**src/rtl/ohs_boost_pwm_gen_if.sv**
```systemverilog
// Duty-word stream from the digital controller into the boost PWM generator.
// A word moves on every rising aclk edge where duty_tvalid && duty_tready; tdata must hold while tvalid is high and tready is low.
interface ohs_boost_pwm_gen_if #(
  parameter int counter_width = 16
);
  logic [counter_width-1:0] duty_tdata;
  logic                     duty_tvalid;
  logic                     duty_tready;

  modport master (
    output duty_tdata,
    output duty_tvalid,
    input  duty_tready
  );

  modport slave (
    input  duty_tdata,
    input  duty_tvalid,
    output duty_tready
  );
endinterface

```
**src/rtl/ohs_boost_pwm_gen.sv**
```systemverilog
// Single-switch boost PWM with period-boundary duty shadowing and a free-running
// plant integrator strobe (ce) for the hardware-in-the-loop plant model.
module ohs_boost_pwm_gen #(
  parameter int counter_width = 16
) (
  input  logic                     aclk,
  input  logic                     reset,
  input  logic                     enable,
  input  logic [counter_width-1:0] period,
  input  logic [counter_width-1:0] ce_div,
  ohs_boost_pwm_gen_if.slave       duty_s,
  output logic                     S1_pwm,
  output logic                     sync,
  output logic                     ce,
  output logic [counter_width-1:0] duty_active
);

  localparam logic [counter_width-1:0] ONE  = {{(counter_width-1){1'b0}}, 1'b1};
  localparam logic [counter_width-1:0] ZERO = '0;

  logic [counter_width-1:0] r_cnt;
  logic [counter_width-1:0] r_period_active;
  logic [counter_width-1:0] r_duty_active;
  logic [counter_width-1:0] r_duty_shadow;
  logic [counter_width-1:0] r_presc;
  logic                     r_pending;
  logic                     r_s1;
  logic                     r_sync;
  logic                     r_ce;

  logic w_wrap;
  logic w_xfer;

  assign w_wrap = enable && (r_cnt == r_period_active);
  assign w_xfer = duty_s.duty_tvalid && !r_pending;

  assign duty_s.duty_tready = !r_pending;
  assign S1_pwm             = r_s1;
  assign sync               = r_sync;
  assign ce                 = r_ce;
  assign duty_active        = r_duty_active;

  // Carrier: held at 0 while disabled so re-enable restarts a full period.
  always_ff @(posedge aclk) begin
    if (reset) begin
      r_cnt <= ZERO;
    end else if (!enable || w_wrap) begin
      r_cnt <= ZERO;
    end else begin
      r_cnt <= r_cnt + ONE;
    end
  end

  always_ff @(posedge aclk) begin
    if (reset) begin
      r_s1   <= 1'b0;
      r_sync <= 1'b0;
    end else begin
      r_s1   <= enable && (r_cnt < r_duty_active);
      r_sync <= enable && (r_cnt == ZERO);
    end
  end

  // A word taken mid-period waits in the shadow; one taken on the wrap edge goes straight in.
  always_ff @(posedge aclk) begin
    if (reset) begin
      r_duty_active   <= ZERO;
      r_duty_shadow   <= ZERO;
      r_pending       <= 1'b0;
      r_period_active <= period;
    end else if (w_wrap) begin
      r_period_active <= period;
      if (r_pending) begin
        r_duty_active <= r_duty_shadow;
        r_pending     <= 1'b0;
      end else if (w_xfer) begin
        r_duty_active <= duty_s.duty_tdata;
      end
    end else if (w_xfer) begin
      r_duty_shadow <= duty_s.duty_tdata;
      r_pending     <= 1'b1;
    end
  end

  // Prescaler runs regardless of enable; an overshoot after a ce_div cut wraps silently.
  always_ff @(posedge aclk) begin
    if (reset) begin
      r_presc <= ZERO;
      r_ce    <= 1'b0;
    end else begin
      r_ce <= (r_presc == ce_div);
      if (r_presc >= ce_div) begin
        r_presc <= ZERO;
      end else begin
        r_presc <= r_presc + ONE;
      end
    end
  end

endmodule

```
**src/flat_wrapper.sv**
```systemverilog
// flat-port wrapper written by rule: the top's interface ports become plain ports
module ohs_boost_pwm_gen_flat 
#(
  parameter int counter_width = 16
)
  (aclk, reset, enable, period, ce_div, S1_pwm, sync, ce, duty_active, duty_s_duty_tdata, duty_s_duty_tvalid, duty_s_duty_tready);
  ohs_boost_pwm_gen_if #(.counter_width(counter_width)) duty_s_i ();
  input  logic aclk;
  input  logic reset;
  input  logic enable;
  input  logic [counter_width-1:0] period;
  input  logic [counter_width-1:0] ce_div;
  output logic S1_pwm;
  output logic sync;
  output logic ce;
  output logic [counter_width-1:0] duty_active;
  input wire logic [$bits(duty_s_i.duty_tdata)-1:0] duty_s_duty_tdata;
  input wire logic [$bits(duty_s_i.duty_tvalid)-1:0] duty_s_duty_tvalid;
  output wire logic [$bits(duty_s_i.duty_tready)-1:0] duty_s_duty_tready;
  assign duty_s_i.duty_tdata = duty_s_duty_tdata;
  assign duty_s_i.duty_tvalid = duty_s_duty_tvalid;
  assign duty_s_duty_tready = duty_s_i.duty_tready;
  ohs_boost_pwm_gen #(.counter_width(counter_width)) u_core (.aclk(aclk), .reset(reset), .enable(enable), .period(period), .ce_div(ce_div), .duty_s(duty_s_i), .S1_pwm(S1_pwm), .sync(sync), .ce(ce), .duty_active(duty_active));
endmodule
```
**config.mk**
```make
export PLATFORM = sky130hd
export DESIGN_NAME = ohs_boost_pwm_gen_flat
export DESIGN_NICKNAME = d
export VERILOG_FILES = /design/src/rtl/ohs_boost_pwm_gen_if.sv /design/src/rtl/ohs_boost_pwm_gen.sv /design/src/flat_wrapper.sv
export SDC_FILE = /design/constraint.sdc
export NUM_CORES = 1
export LEC_CHECK = 0
export BUFFER_PORTS_ARGS = -buffer_cell sky130_fd_sc_hd__buf_2
export CAP_MARGIN = 20
export CORE_MARGIN = 10
export CORE_UTILIZATION = 30
export CTS_BUF_LIST = sky130_fd_sc_hd__clkbuf_4
export CTS_CLUSTER_DIAMETER = 100
export CTS_CLUSTER_SIZE = 10
export DETAILED_ROUTE_END_ITERATION = 10
export HOLD_SLACK_MARGIN = 0.06
export SYNTH_ARGS = -nofsm -noshare
export SYNTH_HDL_FRONTEND = slang
export SYNTH_SLANG_ARGS = --single-unit
export TNS_END_PERCENT = 5
```
**constraint.sdc**
```tcl
create_clock -name aclk -period 2.3 [get_ports aclk]
set_input_delay 0.23 -clock aclk [delete_from_list [all_inputs] [get_ports aclk]]
set_output_delay 0.23 -clock aclk [all_outputs]
set_load 0.01 [all_outputs]
```
After elaboration in Yosys (flattened, before gate mapping)
Cells that the tools add are included.

word-level totals
  bits in registers = 84
  bits in latches = 0
  bits in writable memories = 0
  memory bits (read-only) = 0
  input bits = 52
  logic and storage cells = 35
  memories kept = 0

cells by class
  $add $sub $neg = 2
  multipliers = 0
  divide/modulo/power cells = 0
  order comparisons = 2
  eq/ne operators = 2
  shifts and indexed selects = 0
  muxes and demuxes = 4
  bitwise logic cells = 1
  reduce and logical (&&, ||, !) cells = 15

operators by type and width
  kind                     number
  $mux W16                 4
  $add A16 B1 Y16 const B  2
  $eq A16 B16 Y1           2
  $ge A16 B16 Y1           1
  $logic_not A16 Y1        1
  $lt A16 B16 Y1           1
  $reduce_or A2 Y1         3
  $logic_and A1 B1 Y1      4
  $reduce_and A2 Y1        2
  $reduce_bool A2 Y1       2
  $logic_not A1 Y1         2
  $logic_or A1 B1 Y1       1
  $not A1 Y1               1

Longest topological paths before layout
Gate-level depths: netlist of the first run.

  depth after elaboration = 4
  mapped depth = 9
  mapped depth without buffers = 7

Least setup slack after synthesis of the first run
Ideal clock, no wire load.

  kind = register to register
  from = reg u_core.r_cnt[11]
  to = reg u_core.r_period_active[0], enable pin
  setup time = 0.334 ns
  data arrival time = 1.891 ns
  data required time = 1.966 ns
  setup slack = 0.076 ns
  cell stages (with the launch flop) = 8
  path buffers = 2
  cells stage by stage = dfxtp_1 -> clkbuf_1 -> xnor2_1 -> nand4_1 -> nor4_4 -> and2_1 -> buf_2 -> or2_2

between the ends
  word-level cells in the longest chain between the ends = 3

ends and longest elaborated chain
  element                              line                     text
  start, declared                      ohs_boost_pwm_gen.sv:21  logic [counter_width-1:0] r_cnt;
  start signal, assigned               ohs_boost_pwm_gen.sv:50  r_cnt <= r_cnt + ONE;
  $eq A16 B16 Y1                       ohs_boost_pwm_gen.sv:34  assign w_wrap = enable && (r_cnt == r_period_active);
  $logic_and A1 B1 Y1                  ohs_boost_pwm_gen.sv:34
  $reduce_bool A2 Y1 (no source line)  --
  end signal, assigned                 ohs_boost_pwm_gen.sv:70  r_period_active <= period;
  end signal, assigned                 ohs_boost_pwm_gen.sv:72  r_period_active <= period;
  end, declared                        ohs_boost_pwm_gen.sv:22  logic [counter_width-1:0] r_period_active;

No other way between the ends.
A chain may end at the register's enable or synchronous reset.

Worst setup path after layout of the first run
  from = reg u_core.r_cnt[6]
  to = reg u_core.r_s1 (netlist: u_core.S1_pwm)

between the ends
  word-level cells in the longest chain between the ends = 2

ends and longest elaborated chain
  element               line                     text
  $lt A16 B16 Y1        ohs_boost_pwm_gen.sv:59  r_s1 <= enable && (r_cnt < r_duty_active);
  $logic_and A1 B1 Y1   ohs_boost_pwm_gen.sv:59
  end signal, assigned  ohs_boost_pwm_gen.sv:59
  end, declared         ohs_boost_pwm_gen.sv:27  logic r_s1;

No other way between the ends.

==> impl_metrics.tcl, run 1 <==
set metrics [dict create \
    finalCoreUtilization_pct 38.1 \
    drt_first_pass_iters 4 \
    syn-num-nets 570 \
    insertion_delay_ns 0.46 \
    num_antenna_cells 0 \
    cp-start-kind "flip-flop" \
    grt_max_degree 35 \
    drt_wl_total_mm 11.8 \
    reg2regPathDepth 6 \
    finalSetupTns_ns 0 \
    yosysWarnings 0 \
    fin_crit_sh_pct 95.3 \
    power_density_nw_per_um2 492 \
    timing.rr.start "u_core.r_cnt[6]" \
    cp.required_ns 2.71 \
    drv_cap 0 \
    ys_seq_area_share_pct 40.8 \
    ir_drop_uv 223 \
    skew_ns 0.0185 \
    hpwl_mm 9.02 \
    syn_to_final_growth_pct 23.7 \
    fin_crit_ns 2.19 \
    worstHoldPathCells 4 \
    cts.reportedPaths.clkPinSlew_ns 0.14 \
    vias 3742 \
    yosys.cell_types.count 43 \
    tightest_slew_ns 0.656 \
    leakagePower_nw 2.38 \
    status "finished clean" \
    async_flop_share_pct 0 \
    die_h_um 143 \
    grt_pass1_vias 4031 \
    ios 72 \
    cts_max_level 3 \
    drt_iter0_markers 178 \
    placed_area_sq_um 5120 \
    critical_path_class "flip-flop to flip-flop" \
    ant_nets 0 \
    synthTopCellsByArea "dfxtp_1 (30%), edfxtp_1 (11%), ha_1 (9.4%), xnor2_1 (4.8%), nor2_1 (4.6%)" \
    ys_seq_elements 84 \
    max_clock_freq_ghz 0.456 \
    post_synth.cell_area_avg_sq_um 9.33 \
    vias_per_cell 4.79 \
    rsz0062_at_grt "no" \
    cp_max_fo 6 \
    die_area_sq_um 20400 \
    worst_setup_path_end_kind "flip-flop" \
    antenna_found_initial 0 \
    route.detailed.drc 0 \
    port_buffers 71 \
    core_area_sq_um 14600 \
    start_util_pct 30.8 \
    fin_area_sq_um 5590 \
    clock_sinks 84 \
    drv_slew 0 \
    grtUsageTotal_pct 12.1 \
    hold_path_class "input port to flip-flop" \
    timing.rr.end "u_core.S1_pwm" \
    syn-cell-area_sq_um 4520 \
    root_buffer "clkbuf_4" \
    endpoint "u_core.S1_pwm" \
    netlist_instances 484 \
    arrival_ns 2.61 \
    synth_top_area_share_pct 30.1 \
    wl_per_cell_um 15.1 \
    regToRegSetupSlack_ns 0.11 \
    power_mw 2.75 \
    row_count 44 \
    grt_pass1_wl_mm 19.7 \
    maxSlewHeadroom_pct 56.2 \
    gr-total-overflow 0 \
    die-width_um 143 \
    gp_congestion 0.812 \
    post_cts_buffers 0 \
    setup_viol 0 \
    nets 678 \
    yosys.area.top_type "dfxtp_1" \
    clk_path_buf_depth 2 \
    hold_viol 0 \
    cts_tree "done" \
    final_layout_size_suffix_gt1_share_pct 20.4 \
    synth_edf_count 16 \
    crit_path_start "u_core.r_cnt[6]" \
    synthFlopType "dfxtp_1" \
    cts_buffers 9 \
]
per-stage QoR:
stage          setup WS (ns)  hold slack, ns  instances
2_1_floorplan         0.0756           0.329        484
3_3_place_gp           0.266           0.409        731
3_5_place_dp           0.194           0.409        732
4_1_cts                0.173           0.171        781
5_1_grt               0.0721           0.198        781
6_report               0.107           0.214        781
cell families (layout without fill, tap and decap cells):
logic type / after synthesis / count (layout) / synth area share, %
compound gates: 40 / 40 / 6.43
xor+xnor: 44 / 44 / 8.53
fa+ha+maj: 34 / 34 / 9.42
buf+inv: 61 / 174 / 5.74
flops: 84 / 84 / 40.8
mux: 32 / 32 / 8.37
simple gates: 189 / 189 / 20.7
Yosys cell counts (all sizes together), types with 3 or more instances:
master and count:
o211ai 16, mux2 16, buf 8, nor4 5
mux2i 16, nand2 41, dfxtp 68, nand3 28
and4 5, edfxtp 16, inv 37, a21oi 7
nor2b 3, xor2 19, nor2 55, nor3b 3
and3 6, a21o 6, nor3 16, clkbuf 16
xnor2 25, nand4 19, ha 34
where the power goes:
part           switching (mW)  internal [mW]  total, mW
logic                   0.142          0.154      0.296
clock network           0.536          0.327      0.863
registers              0.0366           1.55       1.59
per-layer routing:
layer | up-vias | GRT usage (%) | wire length (um)
met5 | - | 0 | 0
met4 | 0 | 3.85 | 156
met3 | 12 | 3.68 | 692
met2 | 70 | 21.2 | 5910
met1 | 1768 | 13.7 | 5050
li1 | 1892 | - | -
how the worst min path moves through the flow:
stage,slack [ns],end,from
CTS,0.17,u_core.r_duty_shadow[4],duty_s_duty_tvalid
global route,0.20,u_core.ce,ce_div[0]
finish,0.21,u_core.ce,ce_div[0]
global placement,0.41,u_core.r_period_active[4],period[4]
floorplan,0.33,u_core.r_period_active[0],period[0]
detailed placement,0.41,u_core.r_period_active[4],period[4]
critical path, stage by stage, from the launching register on:
cell	delay (ns)
dfxtp_1	0.50
ha_1	0.31
a21o_1	0.18
a2111oi_0	0.40
o31ai_1	0.19
a221oi_1	0.35
o2111a_1	0.21
state kept, by name, summed over array words and instances (netlist names):
name,count
u_core.S1_pwm,1
u_core.ce,1
u_core.duty_active,16
u_core.r_cnt,16
u_core.r_duty_shadow,16
u_core.r_pending,1
u_core.r_period_active,16
u_core.r_presc,16
u_core.sync,1
cells in the final DEF, fill, tap and decap left out, types with 16 or more instances in the layout:
cell type      synthesis  routed
buf_2                  2      71
buf_4                  1      16
dfxtp_1               68      68
dlygate4sd3_1          0      33
edfxtp_1              16      16
ha_1                  34      34
inv_1                 37      37
mux2i_1               16      16
nand2_1               41      41
nand3_1               27      27
nand4_1               19      19
nor2_1                55      55
nor3_1                16      16
o211ai_1              16      16
xnor2_1               25      25
xor2_1                19      19
final cells by class:
class / instances / area (sq um)
Clock inverter: 7 / 66.3
Inverter: 37 / 139
Sequential cell: 84 / 1840
Tap cell: 184 / 230
Clock buffer: 9 / 67.6
Multi-Input combinational cell: 339 / 2410
Fill cell: 1490 / 9060
Timing Repair Buffer: 121 / 826
repair_timing:
action	4_1_cts	5_1_grt
hold buffers	33	0
resized for setup	0	0
endpoints found under the hold margin	33	0
No activity file was read; power rests on OpenSTA's default activity.
==> inputs of run 2 (changes only) <==
--- a/config.mk
+++ b/config.mk
@@ -7,6 +7,7 @@
 export LEC_CHECK = 0
 export BUFFER_PORTS_ARGS = -buffer_cell sky130_fd_sc_hd__buf_2
 export CAP_MARGIN = 20
+export CORE_ASPECT_RATIO = 2
 export CORE_MARGIN = 10
 export CORE_UTILIZATION = 30
 export CTS_BUF_LIST = sky130_fd_sc_hd__clkbuf_4
@@ -14,6 +15,7 @@
 export CTS_CLUSTER_SIZE = 10
 export DETAILED_ROUTE_END_ITERATION = 10
 export HOLD_SLACK_MARGIN = 0.06
+export SETUP_SLACK_MARGIN = 0.1
 export SYNTH_ARGS = -nofsm -noshare
 export SYNTH_HDL_FRONTEND = slang
 export SYNTH_SLANG_ARGS = --single-unit
==> run 2 against run 1 <==
  * Setup slack improved by 0.033 ns
  * Sequential power barely moved
  * Non-clock buffer count down 4
  * Clock power decreased by 2%
  * Final cell count up 1.0%
  * Largest power group unchanged
  * Critical path type unchanged
  * Global-route usage fell by 0.37 points
  * Sequential cell count unchanged
  * Die area up 1.5%
  * Wire length up 2.0%
  * Utilization decreased by 0.58 points
  * Register-to-register slack improved by 0.03 ns
  * Highest routed layer is now met5
==> impl_metrics.tcl, run 2 (synthesized netlist as in run 1, its figures left out) <==
set metrics [dict create \
    leakagePower_nw 2.37 \
    hold_viol 0 \
    power_density_nw_per_um2 490 \
    hold_path_class "input port to flip-flop" \
    finalSetupTns_ns 0 \
    drv_slew 0 \
    critical_path_class "flip-flop to flip-flop" \
    cts.reportedPaths.clkPinSlew_ns 0.14 \
    cts_buffers 9 \
    max_clock_freq_ghz 0.463 \
    port_buffers 71 \
    final_layout_size_suffix_gt1_share_pct 21.2 \
    gp_congestion 0.832 \
    wl_per_cell_um 15.3 \
    nets 674 \
    hold_ws_ns 0.0674 \
    fin_crit_sh_pct 93.9 \
    ant_nets 0 \
    fin_crit_ns 2.16 \
    drt_first_pass_iters 4 \
    final_common_cell "buf_2" \
    setup_viol 0 \
    skew_ns 0.0267 \
    rsz0062_at_grt "yes" \
    timing.rr.start "u_core.r_cnt[5]" \
    cp.required_ns 2.69 \
    maxSlewHeadroom_pct 60.6 \
    clock_sinks 84 \
    drt_iter0_markers 106 \
    worst_setup_path_end_kind "flip-flop" \
    cp_max_fo 7 \
    reg2regPathDepth 6 \
    antenna_found_initial 2 \
    start_util_pct 30.5 \
    worstHoldPathCells 3 \
    setup_slack_ns 0.140 \
    root_buffer "clkbuf_4" \
    n_fill_cell 1556 \
    vias 3713 \
    status "finished clean" \
    core_area_sq_um 14800 \
    route.detailed.drc 0 \
    post_cts_buffers 0 \
    cts_max_level 3 \
    final_cell_mix "buf_2 (71), dfxtp_1 (66), nor2_1 (55)" \
    cp-start-kind "flip-flop" \
    grtUsageTotal_pct 11.7 \
    hpwl_mm 9.74 \
    clk_path_buf_depth 2 \
    ir_drop_uv 230 \
    row_count 63 \
    grt_pass1_wl_mm 19.4 \
    finalCoreUtilization_pct 37.6 \
    drv_cap 0 \
    arrival_ns 2.55 \
    tightest_slew_ns 0.576 \
    regToRegSetupSlack_ns 0.14 \
    power_mw 2.73 \
    grt_pass1_vias 4006 \
    gr-total-overflow 0 \
    cts_tree "done" \
    drt_wl_total_mm 12.0 \
    syn_to_final_growth_pct 23.3 \
    die_h_um 194 \
    dp_slack_ns 0.189 \
    ios 72 \
    hp-start "duty_s_duty_tdata[2]" \
    vias_per_cell 4.71 \
    die_area_sq_um 20700 \
    die-width_um 107 \
    holdPathEnd "u_core.r_duty_shadow[2]" \
    grt_max_degree 23 \
    insertion_delay_ns 0.45 \
    timing.rr.end "u_core.S1_pwm" \
]
[run 2: metrics by stage]
step,cells,area (sq um)
6_report,789,5570
5_1_grt,789,5570
4_1_cts,788,5560
3_5_place_dp,744,5140
3_3_place_gp,743,5140
2_1_floorplan,484,4520
[run 2: power breakdown]
part	switching [mW]	internal, mW	leakage, nW
combinational	0.140	0.150	1.58
sequential	0.0393	1.55	0.709
clock	0.496	0.351	0.0783
[run 2: cell type report]
class,count,area (sq um),area share [%]
repair buffers,117,783,14.1
diodes,1,2.50,0.0450
inverters,37,139,2.49
flip-flops and latches,84,1840,33.1
well taps,195,244,4.38
clock buffers,11,82.6,1.48
clock inverters,5,52.6,0.944
multi-input cells,339,2420,43.4
[run 2: worst max path at each step]
stage,slack (ns),endpoint,from,depth (start not counted)
global route,0.07,u_core.r_presc[11],u_core.r_presc[13],7
finish,0.14,u_core.S1_pwm,u_core.r_cnt[5],6
global placement,0.26,u_core.S1_pwm,u_core.duty_active[6],7
CTS,0.15,u_core.S1_pwm,u_core.r_cnt[6],6
floorplan,0.14,u_core.r_period_active[0],u_core.r_cnt[4],7
detailed placement,0.19,u_core.S1_pwm,u_core.r_cnt[6],6
[run 2: repair_timing]
item                                   4_1_cts  5_1_grt
hold buffers                                28        0
setup endpoints to repair                    0       37
endpoints found under the hold margin       28        0
resized for setup                            0        3
[run 2: worst max-delay path, cell delays in order, from the launching register on]
cell	delay [ns]
dfxtp_1	0.53
ha_1	0.31
and4_1	0.16
a2111oi_1	0.39
o31ai_1	0.19
a221oi_1	0.34
o2111a_1	0.20
[run 2: routing by layer]
metal	vias to the layer above	GRT usage (%)	routed length [um]
met5	-	0	13
met3	22	2.63	528
met4	2	4.78	256
met1	1722	10.7	4380
li1	1885	-	-
met2	82	23.3	6860
==> inputs of run 3 (changes only) <==
==> constraint.sdc (replaced) <==
create_clock -name aclk -period 2.05 [get_ports aclk]
set_input_delay 0.205 -clock aclk [delete_from_list [all_inputs] [get_ports aclk]]
set_output_delay 0.205 -clock aclk [all_outputs]
set_load 0.01 [all_outputs]
==> run 3 against run 2 <==
  * Sequential cell count unchanged
  * Register-to-register slack worse by 0.04 ns
  * Via count up 4.7%
  * Worst hold slack better by 0.13 ns
  * Critical path depth up 1
  * Clock-buffer cell count down 1
  * Global-route usage up 0.39 points
  * Critical endpoint is now u_core.r_presc[11]
  * Total power up 13%
  * Combinational power up 27%
  * Die area unchanged
==> impl_metrics.tcl, run 3 (synthesized netlist as in run 1, its figures left out) <==
set metrics [dict create \
    hold_viol 0 \
    route.detailed.drc 0 \
    worst_setup_path_end_kind "flip-flop" \
    core_area_sq_um 14800 \
    clk_path_buf_depth 2 \
    root_buffer "clkbuf_4" \
    status "finished clean" \
    final_cell_count_no_fill 814 \
    die-width_um 107 \
    met2_usage_pct 23.7 \
    cp_max_fo 7 \
    grt_max_degree 30 \
    hold_path_class "input port to flip-flop" \
    syn_to_final_growth_pct 33.1 \
    cts_max_level 3 \
    wl_per_cell_um 15.7 \
    ir_drop_uv 248 \
    power_mw 3.08 \
    drt_iter0_markers 117 \
    tightest_slew_ns 0.464 \
    nets 700 \
    slowest_stage "or4_4" \
    final_layout_size_suffix_gt1_share_pct 30.6 \
    cts_tree "done" \
    path_delay_family "simple AND/OR/NAND/NOR gates" \
    vias 3887 \
    final_common_cell "buf_2" \
    grtUsageMet1_pct 11.1 \
    arrival_ns 2.32 \
    ant_nets 0 \
    die_area_sq_um 20700 \
    final_cell_mix "buf_2 (71), nor2_1 (54), dfxtp_1 (53)" \
    hpwl_mm 10.1 \
    grt_pass1_vias 4194 \
    cts_buffers 9 \
    drt_first_pass_iters 4 \
    dp_slack_ns -0.0917 \
    clock_sinks 84 \
    gp_congestion 0.832 \
    leakagePower_nw 2.56 \
    die_h_um 194 \
    insertion_delay_ns 0.44 \
    rsz0062_at_grt "yes" \
    fin_area_sq_um 6010 \
    max_clock_freq_ghz 0.512 \
    skew_ns 0.0156 \
    n_fill_cell 1522 \
    gr-total-overflow 0 \
    cp.required_ns 2.42 \
    antenna_found_initial 1 \
    start_util_pct 30.5 \
    setup_slack_ns 0.0959 \
    grtUsageTotal_pct 12.1 \
    drt_wl_total_mm 12.8 \
    power_density_nw_per_um2 512 \
    globalRoute.busiestLayer "met2" \
    crit_chain "ha_1 > nand4_1 > nor2_1 > a22o_1 > or4_4 > buf_6 > nor3_1" \
    port_buffers 71 \
    grt_pass1_wl_mm 20.1 \
    cp_slowest_stage_delay_ns 0.44 \
    placed_area_sq_um 5270 \
    drv_cap 0 \
    path_buf_inv 1 \
    fin_crit_sh_pct 95.3 \
    maxSlewHeadroom_pct 68.9 \
    cp-start-kind "flip-flop" \
    hold_ws_ns 0.200 \
    drv_slew 0 \
    vias_per_cell 4.78 \
    cts.reportedPaths.clkPinSlew_ns 0.13 \
    row_count 63 \
    critical_path_class "flip-flop to flip-flop" \
    ios 72 \
    gr-usage-met3_pct 2.46 \
    dp.cells 759 \
    setup_viol 0 \
    fin_crit_ns 1.95 \
]
==> run 3: changes by cell type in the layout (fill, tap and decap cells not counted), moves of 2 or more <==
cell | before | now
or4_1 | 2 | 0
nor3_2 | 0 | 11
buf_6 | 0 | 3
ha_1 | 34 | 31
nor3_1 | 16 | 4
buf_4 | 17 | 32
or4_4 | 0 | 2
dlygate4sd3_1 | 28 | 32
buf_8 | 0 | 2
ha_4 | 0 | 3
dfxtp_2 | 2 | 15
dfxtp_1 | 66 | 53
inv_2 | 0 | 2
==> run 3: repair_timing <==
action,CTS,global route
buffers inserted,2,3
pin swaps,5,9
cloned,1,1
gates resized for setup,23,33
setup endpoints to repair,65,82
hold buffers,32,0
endpoints found under the hold margin,32,0
==> run 3: through the flow <==
stage          setup TNS (ns)  utilization, %
6_report                    0            40.6
5_1_grt                     0            40.6
4_1_cts                     0            39.4
3_5_place_dp           -0.101            35.6
3_3_place_gp           -0.103            35.6
2_1_floorplan               0               -
==> run 3: power breakdown <==
part | internal, mW | total (mW) | switching, mW
Clock | 0.375 | 0.933 | 0.558
Sequential | 1.74 | 1.78 | 0.0384
Combinational | 0.191 | 0.367 | 0.176
Total | 2.31 | 3.08 | 0.772
==> run 3: per-layer routing <==
metal  share of wire (%)  up-vias
li1                    -     1940
met1                  36     1819
met2                  57       93
met3                 3.1       35
met4                 3.5        0
met5                   0        -
==> run 3: worst reg2reg max path, delay by kind of cell, from the launching register on <==
family / cells / cell delay, ns
flops: 1 / 0.37
fa+ha+maj: 1 / 0.29
compound gates: 1 / 0.20
buf+inv: 1 / 0.16
simple gates: 4 / 0.86
==> run 3: cell type report <==
cell class,count,area [sq um],area share [%]
Multi-Input combinational cell,340,2620,43.5
Sequential cell,84,1860,31.0
Timing Repair Buffer,142,1020,17.0
Tap cell,195,244,4.06
Inverter,37,139,2.31
Clock buffer,10,75.1,1.25
Clock inverter,5,52.6,0.874
Antenna cell,1,2.50,0.0416
==> run 3: final timing paths <==
| path | endpoint | slack [ns] | from | depth (start not counted) |
|---|---|---|---|---|
| min reg2reg | u_core.r_duty_shadow[1] | 0.50 | u_core.r_duty_shadow[1] | 2 |
| max | u_core.r_presc[11] | 0.1 | u_core.r_presc[10] | 7 |
| min | u_core.duty_active[1] | 0.20 | reset | 3 |
| max reg2reg | u_core.r_presc[11] | 0.1 | u_core.r_presc[10] | 7 |
